### src/rtl/ahbl_req_master_if.sv
// Request/response port and AHB-lite manager bus for ahbl_req_master.
// Handshake: a request transfers on a posedge where req_valid & req_ready are both 1; rsp_valid is a one-cycle strobe that needs no ready.
interface ahbl_req_master_if #(
  parameter int W_ADDR = 32,
  parameter int W_DATA = 32
);
  logic              req_valid;
  logic              req_ready;
  logic              req_write;
  logic [W_ADDR-1:0] req_addr;
  logic [1:0]        req_size;
  logic [W_DATA-1:0] req_wdata;
  logic              req_excl;
  logic              rsp_valid;
  logic [W_DATA-1:0] rsp_rdata;
  logic              rsp_err;
  logic              rsp_exokay;
  logic [W_ADDR-1:0] ahbm_haddr;
  logic              ahbm_hwrite;
  logic [1:0]        ahbm_htrans;
  logic [2:0]        ahbm_hsize;
  logic [2:0]        ahbm_hburst;
  logic [3:0]        ahbm_hprot;
  logic              ahbm_hmastlock;
  logic              ahbm_hexcl;
  logic [7:0]        ahbm_hmaster;
  logic [W_DATA-1:0] ahbm_hwdata;
  logic              ahbm_hready;
  logic              ahbm_hresp;
  logic [W_DATA-1:0] ahbm_hrdata;
  logic              ahbm_hexokay;

  modport master (
    input  req_valid, req_write, req_addr, req_size, req_wdata, req_excl,
    output req_ready, rsp_valid, rsp_rdata, rsp_err, rsp_exokay,
    output ahbm_haddr, ahbm_hwrite, ahbm_htrans, ahbm_hsize, ahbm_hburst,
    output ahbm_hprot, ahbm_hmastlock, ahbm_hexcl, ahbm_hmaster, ahbm_hwdata,
    input  ahbm_hready, ahbm_hresp, ahbm_hrdata, ahbm_hexokay
  );

  modport slave (
    output req_valid, req_write, req_addr, req_size, req_wdata, req_excl,
    input  req_ready, rsp_valid, rsp_rdata, rsp_err, rsp_exokay,
    input  ahbm_haddr, ahbm_hwrite, ahbm_htrans, ahbm_hsize, ahbm_hburst,
    input  ahbm_hprot, ahbm_hmastlock, ahbm_hexcl, ahbm_hmaster, ahbm_hwdata,
    output ahbm_hready, ahbm_hresp, ahbm_hrdata, ahbm_hexokay
  );
endinterface

### src/rtl/ahbl_req_master.sv
// Single-outstanding AHB-lite manager: turns one valid/ready request into one
// NONSEQ transfer (with exclusive support) and returns a one-cycle response.
module ahbl_req_master #(
  parameter int         W_ADDR     = 32,
  parameter int         W_DATA     = 32,
  parameter logic [7:0] HMASTER_ID = 8'h00,
  parameter logic [3:0] HPROT      = 4'b0011
) (
  input  logic                 clk,
  input  logic                 rst_n,
  ahbl_req_master_if.master    bus,
  output logic [1:0]           o_dbg_state
);
  typedef enum logic [1:0] {
    S_IDLE = 2'd0,
    S_APH  = 2'd1,
    S_DPH  = 2'd2,
    S_RSP  = 2'd3
  } state_t;

  localparam logic [1:0] HTRANS_IDLE   = 2'b00;
  localparam logic [1:0] HTRANS_NONSEQ = 2'b10;

  state_t            r_state;
  logic              r_req_ready;
  logic [W_ADDR-1:0] r_haddr;
  logic              r_hwrite;
  logic [1:0]        r_size;
  logic              r_hexcl;
  logic [1:0]        r_htrans;
  logic [W_DATA-1:0] r_hwdata;
  logic              r_rsp_valid;
  logic [W_DATA-1:0] r_rsp_rdata;
  logic              r_rsp_err;
  logic              r_rsp_exokay;

  logic              w_accept;
  logic              w_illegal;
  logic [W_DATA-1:0] w_wdata_rep;
  logic [W_DATA-1:0] w_rdata_shift;
  logic [W_DATA-1:0] w_rdata_lane;

  assign w_accept = bus.req_valid & r_req_ready;

  // Size 3 and addresses not aligned to the access size never reach the bus.
  always_comb begin
    w_illegal = 1'b0;
    case (bus.req_size)
      2'd1:    w_illegal = bus.req_addr[0];
      2'd2:    w_illegal = (bus.req_addr[1:0] != 2'b00);
      2'd3:    w_illegal = 1'b1;
      default: w_illegal = 1'b0;
    endcase
  end

  always_comb begin
    w_wdata_rep = bus.req_wdata;
    case (bus.req_size)
      2'd0:    w_wdata_rep = {4{bus.req_wdata[7:0]}};
      2'd1:    w_wdata_rep = {2{bus.req_wdata[15:0]}};
      default: w_wdata_rep = bus.req_wdata;
    endcase
  end

  // Read lanes are right-justified from the byte offset, then zero-extended.
  assign w_rdata_shift = bus.ahbm_hrdata >> {r_haddr[1:0], 3'b000};

  always_comb begin
    w_rdata_lane = w_rdata_shift;
    case (r_size)
      2'd0:    w_rdata_lane = {{(W_DATA-8){1'b0}}, w_rdata_shift[7:0]};
      2'd1:    w_rdata_lane = {{(W_DATA-16){1'b0}}, w_rdata_shift[15:0]};
      default: w_rdata_lane = w_rdata_shift;
    endcase
  end

  always_ff @(posedge clk or negedge rst_n) begin
    if (!rst_n) begin
      r_state      <= S_IDLE;
      r_req_ready  <= 1'b0;
      r_haddr      <= '0;
      r_hwrite     <= 1'b0;
      r_size       <= 2'd0;
      r_hexcl      <= 1'b0;
      r_htrans     <= HTRANS_IDLE;
      r_hwdata     <= '0;
      r_rsp_valid  <= 1'b0;
      r_rsp_rdata  <= '0;
      r_rsp_err    <= 1'b0;
      r_rsp_exokay <= 1'b0;
    end else begin
      r_rsp_valid <= 1'b0;
      case (r_state)
        S_IDLE: begin
          r_req_ready <= 1'b1;
          if (w_accept) begin
            r_req_ready <= 1'b0;
            if (w_illegal) begin
              r_state      <= S_RSP;
              r_rsp_valid  <= 1'b1;
              r_rsp_err    <= 1'b1;
              r_rsp_exokay <= 1'b0;
              r_rsp_rdata  <= '0;
            end else begin
              r_state  <= S_APH;
              r_htrans <= HTRANS_NONSEQ;
              r_haddr  <= bus.req_addr;
              r_hwrite <= bus.req_write;
              r_size   <= bus.req_size;
              r_hexcl  <= bus.req_excl;
              r_hwdata <= w_wdata_rep;
            end
          end
        end
        S_APH: begin
          if (bus.ahbm_hready) begin
            r_state  <= S_DPH;
            r_htrans <= HTRANS_IDLE;
          end
        end
        S_DPH: begin
          // The first ERROR cycle has hready low and simply waits here.
          if (bus.ahbm_hready) begin
            r_state      <= S_RSP;
            r_rsp_valid  <= 1'b1;
            r_rsp_err    <= bus.ahbm_hresp;
            r_rsp_exokay <= r_hexcl & bus.ahbm_hexokay & ~bus.ahbm_hresp;
            r_rsp_rdata  <= (bus.ahbm_hresp | r_hwrite) ? '0 : w_rdata_lane;
          end
        end
        S_RSP: begin
          r_state      <= S_IDLE;
          r_req_ready  <= 1'b1;
          r_rsp_err    <= 1'b0;
          r_rsp_exokay <= 1'b0;
          r_rsp_rdata  <= '0;
        end
        default: r_state <= S_IDLE;
      endcase
    end
  end

  assign bus.req_ready      = r_req_ready;
  assign bus.rsp_valid      = r_rsp_valid;
  assign bus.rsp_rdata      = r_rsp_rdata;
  assign bus.rsp_err        = r_rsp_err;
  assign bus.rsp_exokay     = r_rsp_exokay;
  assign bus.ahbm_haddr     = r_haddr;
  assign bus.ahbm_hwrite    = r_hwrite;
  assign bus.ahbm_htrans    = r_htrans;
  assign bus.ahbm_hsize     = {1'b0, r_size};
  assign bus.ahbm_hburst    = 3'b000;
  assign bus.ahbm_hprot     = HPROT;
  assign bus.ahbm_hmastlock = 1'b0;
  assign bus.ahbm_hexcl     = r_hexcl;
  assign bus.ahbm_hmaster   = HMASTER_ID;
  assign bus.ahbm_hwdata    = r_hwdata;
  assign o_dbg_state        = r_state;
endmodule

### src/flat_wrapper.sv
// flat-port wrapper written by rule: the top's interface ports become plain ports
module ahbl_req_master_flat 
#(
  parameter int         W_ADDR     = 32,
  parameter int         W_DATA     = 32,
  parameter logic [7:0] HMASTER_ID = 8'h00,
  parameter logic [3:0] HPROT      = 4'b0011
)
  (clk, rst_n, o_dbg_state, bus_req_valid, bus_req_write, bus_req_addr, bus_req_size, bus_req_wdata, bus_req_excl, bus_req_ready, bus_rsp_valid, bus_rsp_rdata, bus_rsp_err, bus_rsp_exokay, bus_ahbm_haddr, bus_ahbm_hwrite, bus_ahbm_htrans, bus_ahbm_hsize, bus_ahbm_hburst, bus_ahbm_hprot, bus_ahbm_hmastlock, bus_ahbm_hexcl, bus_ahbm_hmaster, bus_ahbm_hwdata, bus_ahbm_hready, bus_ahbm_hresp, bus_ahbm_hrdata, bus_ahbm_hexokay);
  ahbl_req_master_if #(.W_ADDR(W_ADDR), .W_DATA(W_DATA)) bus_i ();
  input  logic clk;
  input  logic rst_n;
  output logic [1:0] o_dbg_state;
  input wire logic [$bits(bus_i.req_valid)-1:0] bus_req_valid;
  input wire logic [$bits(bus_i.req_write)-1:0] bus_req_write;
  input wire logic [$bits(bus_i.req_addr)-1:0] bus_req_addr;
  input wire logic [$bits(bus_i.req_size)-1:0] bus_req_size;
  input wire logic [$bits(bus_i.req_wdata)-1:0] bus_req_wdata;
  input wire logic [$bits(bus_i.req_excl)-1:0] bus_req_excl;
  output wire logic [$bits(bus_i.req_ready)-1:0] bus_req_ready;
  output wire logic [$bits(bus_i.rsp_valid)-1:0] bus_rsp_valid;
  output wire logic [$bits(bus_i.rsp_rdata)-1:0] bus_rsp_rdata;
  output wire logic [$bits(bus_i.rsp_err)-1:0] bus_rsp_err;
  output wire logic [$bits(bus_i.rsp_exokay)-1:0] bus_rsp_exokay;
  output wire logic [$bits(bus_i.ahbm_haddr)-1:0] bus_ahbm_haddr;
  output wire logic [$bits(bus_i.ahbm_hwrite)-1:0] bus_ahbm_hwrite;
  output wire logic [$bits(bus_i.ahbm_htrans)-1:0] bus_ahbm_htrans;
  output wire logic [$bits(bus_i.ahbm_hsize)-1:0] bus_ahbm_hsize;
  output wire logic [$bits(bus_i.ahbm_hburst)-1:0] bus_ahbm_hburst;
  output wire logic [$bits(bus_i.ahbm_hprot)-1:0] bus_ahbm_hprot;
  output wire logic [$bits(bus_i.ahbm_hmastlock)-1:0] bus_ahbm_hmastlock;
  output wire logic [$bits(bus_i.ahbm_hexcl)-1:0] bus_ahbm_hexcl;
  output wire logic [$bits(bus_i.ahbm_hmaster)-1:0] bus_ahbm_hmaster;
  output wire logic [$bits(bus_i.ahbm_hwdata)-1:0] bus_ahbm_hwdata;
  input wire logic [$bits(bus_i.ahbm_hready)-1:0] bus_ahbm_hready;
  input wire logic [$bits(bus_i.ahbm_hresp)-1:0] bus_ahbm_hresp;
  input wire logic [$bits(bus_i.ahbm_hrdata)-1:0] bus_ahbm_hrdata;
  input wire logic [$bits(bus_i.ahbm_hexokay)-1:0] bus_ahbm_hexokay;
  assign bus_i.req_valid = bus_req_valid;
  assign bus_i.req_write = bus_req_write;
  assign bus_i.req_addr = bus_req_addr;
  assign bus_i.req_size = bus_req_size;
  assign bus_i.req_wdata = bus_req_wdata;
  assign bus_i.req_excl = bus_req_excl;
  assign bus_req_ready = bus_i.req_ready;
  assign bus_rsp_valid = bus_i.rsp_valid;
  assign bus_rsp_rdata = bus_i.rsp_rdata;
  assign bus_rsp_err = bus_i.rsp_err;
  assign bus_rsp_exokay = bus_i.rsp_exokay;
  assign bus_ahbm_haddr = bus_i.ahbm_haddr;
  assign bus_ahbm_hwrite = bus_i.ahbm_hwrite;
  assign bus_ahbm_htrans = bus_i.ahbm_htrans;
  assign bus_ahbm_hsize = bus_i.ahbm_hsize;
  assign bus_ahbm_hburst = bus_i.ahbm_hburst;
  assign bus_ahbm_hprot = bus_i.ahbm_hprot;
  assign bus_ahbm_hmastlock = bus_i.ahbm_hmastlock;
  assign bus_ahbm_hexcl = bus_i.ahbm_hexcl;
  assign bus_ahbm_hmaster = bus_i.ahbm_hmaster;
  assign bus_ahbm_hwdata = bus_i.ahbm_hwdata;
  assign bus_i.ahbm_hready = bus_ahbm_hready;
  assign bus_i.ahbm_hresp = bus_ahbm_hresp;
  assign bus_i.ahbm_hrdata = bus_ahbm_hrdata;
  assign bus_i.ahbm_hexokay = bus_ahbm_hexokay;
  ahbl_req_master #(.W_ADDR(W_ADDR), .W_DATA(W_DATA), .HMASTER_ID(HMASTER_ID), .HPROT(HPROT)) u_core (.clk(clk), .rst_n(rst_n), .bus(bus_i), .o_dbg_state(o_dbg_state));
endmodule
### config.mk
export PLATFORM = sky130hd
export DESIGN_NAME = ahbl_req_master_flat
export DESIGN_NICKNAME = d
export VERILOG_FILES = /design/src/rtl/ahbl_req_master_if.sv /design/src/rtl/ahbl_req_master.sv /design/src/flat_wrapper.sv
export SDC_FILE = /design/constraint.sdc
export NUM_CORES = 1
export LEC_CHECK = 0
export ABC_AREA = 1
export BUFFER_PORTS_ARGS = -buffer_cell sky130_fd_sc_hd__clkbuf_2
export CAP_MARGIN = 10
export CORE_MARGIN = 1
export CORE_UTILIZATION = 30
export CTS_CLUSTER_SIZE = 20
export DETAILED_ROUTE_END_ITERATION = 16
export PLACE_DENSITY = 0.63
export SYNTH_ARGS = -nofsm -noshare
export SYNTH_HDL_FRONTEND = slang
export SYNTH_SLANG_ARGS = --single-unit
### constraint.sdc
create_clock -name clk -period 2.92 [get_ports clk]
set_clock_uncertainty 0.2 [all_clocks]
set_input_delay 0.584 -clock clk [delete_from_list [all_inputs] [get_ports clk]]
set_output_delay 0.584 -clock clk [all_outputs]
set_load 0.01 [all_outputs]
==> flow_summary.toml <==
[status]
status = "finished, final reports clean"

[sta]
tns_ns = 0
hold_slack_ns = 0.215
report.final.setup_viol = 0
period_share = 0.761
drv_slew = 0
setup_repair_after_global_routing_missed_its_margin = "false"
max-slew-margin-rel = 0.475
hold_viol = 0
timing.fmax_mhz = 450
worstMarginPinSlew_ns = 0.785
period_minus_slack_ns = 2.22

[critical_path]
critPathSlowestCell = "sky130_fd_sc_hd__nor2_1"
cp-start-kind = "flip-flop"
cp_top_family = "simple AND/OR/NAND/NOR gates"
arrival_ns = 2.30
timing.critical_path.required_ns = 3.00
crit_buf_inv = 1
cp_common_cell = "sky130_fd_sc_hd__nand3_1"
timing_worst_setup_path_type = "reg2reg"
setup.worst_path.end_class = "flip-flop"
critical_path_peak_fanout = 8
timing.critical_path.cells = "inv_1 -> ha_1 -> nand3_1 -> nor2_1 -> nand3_1 -> o21ai_1"
timing.critical_path.slowest_cell_delay_ns = 0.61

[synthesis]
netlist_instances = 685
ys.warnings.count = 0
synth_simple_gate_area_share = 0.341
synth_top_area_frac = 0.506
muxShareOfSynthArea = 0.0151
yosys.area_share.adder = 0.00945
synth_sequential_area_ratio = 0.506
synth_top_cells_by_count = "351 x sky130_fd_sc_hd__nand2_1, 107 x sky130_fd_sc_hd__dfrtp_1, 51 x sky130_fd_sc_hd__nand3_1"
compound_gate_fraction_of_synth_area = 0.0498
synth_enable_flop_cells = 0
synth_async_sr_flop_share = 1.00
yosys.area.top_type = "sky130_fd_sc_hd__dfrtp_1"
synth_area_leaders = "sky130_fd_sc_hd__dfrtp_1 51%, sky130_fd_sc_hd__nand2_1 25%, sky130_fd_sc_hd__nand3_1 4.8%"
synth_xor_xnor_area_share = 0
yosys.cell_types.count = 23
ys_seq_elements = 107
synth_top_flop_cell = "sky130_fd_sc_hd__dfrtp_1"
yosysMostFrequentCell = "sky130_fd_sc_hd__nand2_1"
synth.avg_cell_area_um2 = 7.73
syn-cell-area_mm2 = 0.00530
combinational_family_with_the_most_area_after_synthesis = "simple AND/OR/NAND/NOR gates"

[finish]
final_net_count = 995
finalNonFillerCells = 1115
area_delta_synth_final_pct = 28.3
diodes = 0
post_route_cells_drive_above_1_share = 0.284

[floorplanning]
fp.dieW_um = 135
fp.dieH_um = 135
placeableCoreArea_mm2 = 0.0173
placementRows = 48
floorplan.initialDensity = 0.306
design.portCount = 231
dieArea_mm2 = 0.0182

[power]
leakagePower_uw = 0.00384
power.density_cell_area_mw_per_mm2 = 930
max-vdd-ir-drop_mv = 0.403

[placement]
place.port_buffers = 212
place_congestion = 0.920
dp_cells = 1098
half_perimeter_wire_length_of_the_detailed_placement_result_mm = 12.0

[global_route]
grt_overflow_total = 0
first_global_vias = 4770
global_route.usage.total = 0.185
grt_start_max_net_pins = 61
grt_antenna_before_repair = 0
grt_first_pass_wirelength_mm = 25.7

[worst_hold_path]
worstHoldPathType = "in2reg"

[clock_tree]
clk-insertion-delay-late_ns = 0.35
tritoncts = "yes"
cts-root-buf = "sky130_fd_sc_hd__clkbuf_16"
path_clk_slew_ns = 0.08
htree_num_levels = 3
max-clock-path-buffers = 2
tritoncts_num_sinks = 107
numCtsBuffers = 9
number_of_setup_buffers_added_after_cts = 0
ctsResizeCount = 0

[route]
drt_first_pass_iters = 5
drtAntennaViolNets = 0
postRouteWirelength_mm = 16.3
via_count = 5100
drcViolationCount = 0
vias_per_std_cell = 4.57
routedWlPerCell_um = 14.6
number_of_drc_violations_after_detailed_routing_iteration_0 = 295

[job]
maxCapViolations = 0
-- per-layer routing --
layer  global-route usage  vias up  wire length [um]
li1                     -     2537                 -
met1                0.236     2315              7100
met2                0.299      226              7470
met3               0.0469       22              1410
met4               0.0705        0               311
met5                    0        -                 0
-- worst paths after layout --
| check | depth (start not counted) | start | slack [ns] | end |
|---|---|---|---|---|
| worst max-delay path | 6 | u_core.o_dbg_state[0] | 0.70 | u_core.bus.rsp_rdata[8] |
| worst min-delay path | 3 | bus_req_addr[4] | 0.21 | u_core.bus.ahbm_haddr[4] |
| worst max register to register | 6 | u_core.o_dbg_state[0] | 0.70 | u_core.bus.rsp_rdata[8] |
| worst min register to register | 2 | u_core.bus.ahbm_hwdata[2] | 0.28 | u_core.bus.ahbm_hwdata[2] |
| max in group asynchronous | 3 | rst_n | 1.37 | u_core.bus.rsp_rdata[30] |
| min in group asynchronous | 2 | rst_n | 0.52 | u_core.r_size[1] |
-- registers in the layout (all words and copies together) (netlist names) --
signal                  cells
u_core.bus.rsp_valid        1
u_core.bus.rsp_rdata       32
u_core.bus.ahbm_hwrite      1
u_core.o_dbg_state          2
u_core.bus.req_ready        1
u_core.bus.ahbm_haddr      32
u_core.bus.ahbm_hexcl       1
u_core.bus.rsp_exokay       1
u_core.r_size               2
u_core.bus.ahbm_hwdata     32
u_core.bus.rsp_err          1
u_core.bus.ahbm_htrans      1
-- worst register-to-register path, stage by stage (launching register included) --
cell	delay [ns]
sky130_fd_sc_hd__dfrtp_1	0.43
sky130_fd_sc_hd__inv_1	0.12
sky130_fd_sc_hd__ha_1	0.30
sky130_fd_sc_hd__nand3_1	0.11
sky130_fd_sc_hd__nor2_1	0.61
sky130_fd_sc_hd__nand3_1	0.19
sky130_fd_sc_hd__o21ai_1	0.18
-- what timing repair did --
action	in CTS	in global routing
hold buffers	1	0
endpoints found under the hold margin	26	0
endpoints found under the setup margin	0	0
-- cells by family (layout without fill, tap and decap cells) --
kind of cell,Yosys count,count (layout)
DFF,107,107
and+or+nand+nor,444,444
muxes,8,8
buffers and inverters,68,257
adders and majority gates,4,4
AOI/OAI and AO/OA,52,52
other,2,18
-- per-stage QoR --
stage	total power (uW)	worst slack, ns	utilization	area [um^2]
2_1_floorplan	4130	1.08	-	5360
3_3_place_gp	5110	0.570	0.375	6490
3_5_place_dp	5150	0.530	0.375	6490
4_1_cts	6410	0.694	0.393	6790
5_1_grt	6820	0.535	0.393	6790
6_report	6320	0.697	0.393	6790
-- cell usage in the layout, fill, tap and decap left out --
cell type                       instances
sky130_fd_sc_hd__nand2_8                1
sky130_fd_sc_hd__clkbuf_16              9
sky130_fd_sc_hd__inv_6                  3
sky130_fd_sc_hd__mux2i_1                8
sky130_fd_sc_hd__o21ai_0               24
sky130_fd_sc_hd__nand2_1              351
sky130_fd_sc_hd__nand2_2                1
sky130_fd_sc_hd__o21ai_1               27
sky130_fd_sc_hd__conb_1                18
sky130_fd_sc_hd__dlygate4sd3_1          1
sky130_fd_sc_hd__dfrtp_1              107
sky130_fd_sc_hd__inv_1                 12
sky130_fd_sc_hd__clkinv_4               1
sky130_fd_sc_hd__ha_1                   4
sky130_fd_sc_hd__nor2_1                25
sky130_fd_sc_hd__clkbuf_8               1
sky130_fd_sc_hd__or2_2                  1
sky130_fd_sc_hd__nand4_4                1
sky130_fd_sc_hd__nor2_4                 2
sky130_fd_sc_hd__nand3_1               51
sky130_fd_sc_hd__buf_4                 15
sky130_fd_sc_hd__nand3_2                1
sky130_fd_sc_hd__clkbuf_2             211
sky130_fd_sc_hd__o21ai_2                1
sky130_fd_sc_hd__nor2_2                 1
sky130_fd_sc_hd__inv_8                  1
sky130_fd_sc_hd__buf_12                 2
sky130_fd_sc_hd__nand4_1                9
sky130_fd_sc_hd__clkinvlp_4             1
-- layout make-up --
type	instances	area, um^2
clock buffers	10	239
repair buffers	229	1220
clock inverters	6	53.8
flip-flops and latches	107	2680
inverters	12	45.0
multi-input cells	526	2280
fillers	1823	10500
well taps	225	282
-- report_power, final --
part	internal [uW]	switching [uW]	leakage [uW]
Combinational	959	1750	0.00231
Clock	620	608	0.000142
Sequential	2030	354	0.00139
Note: power is estimated with default switching activity, not from simulation.
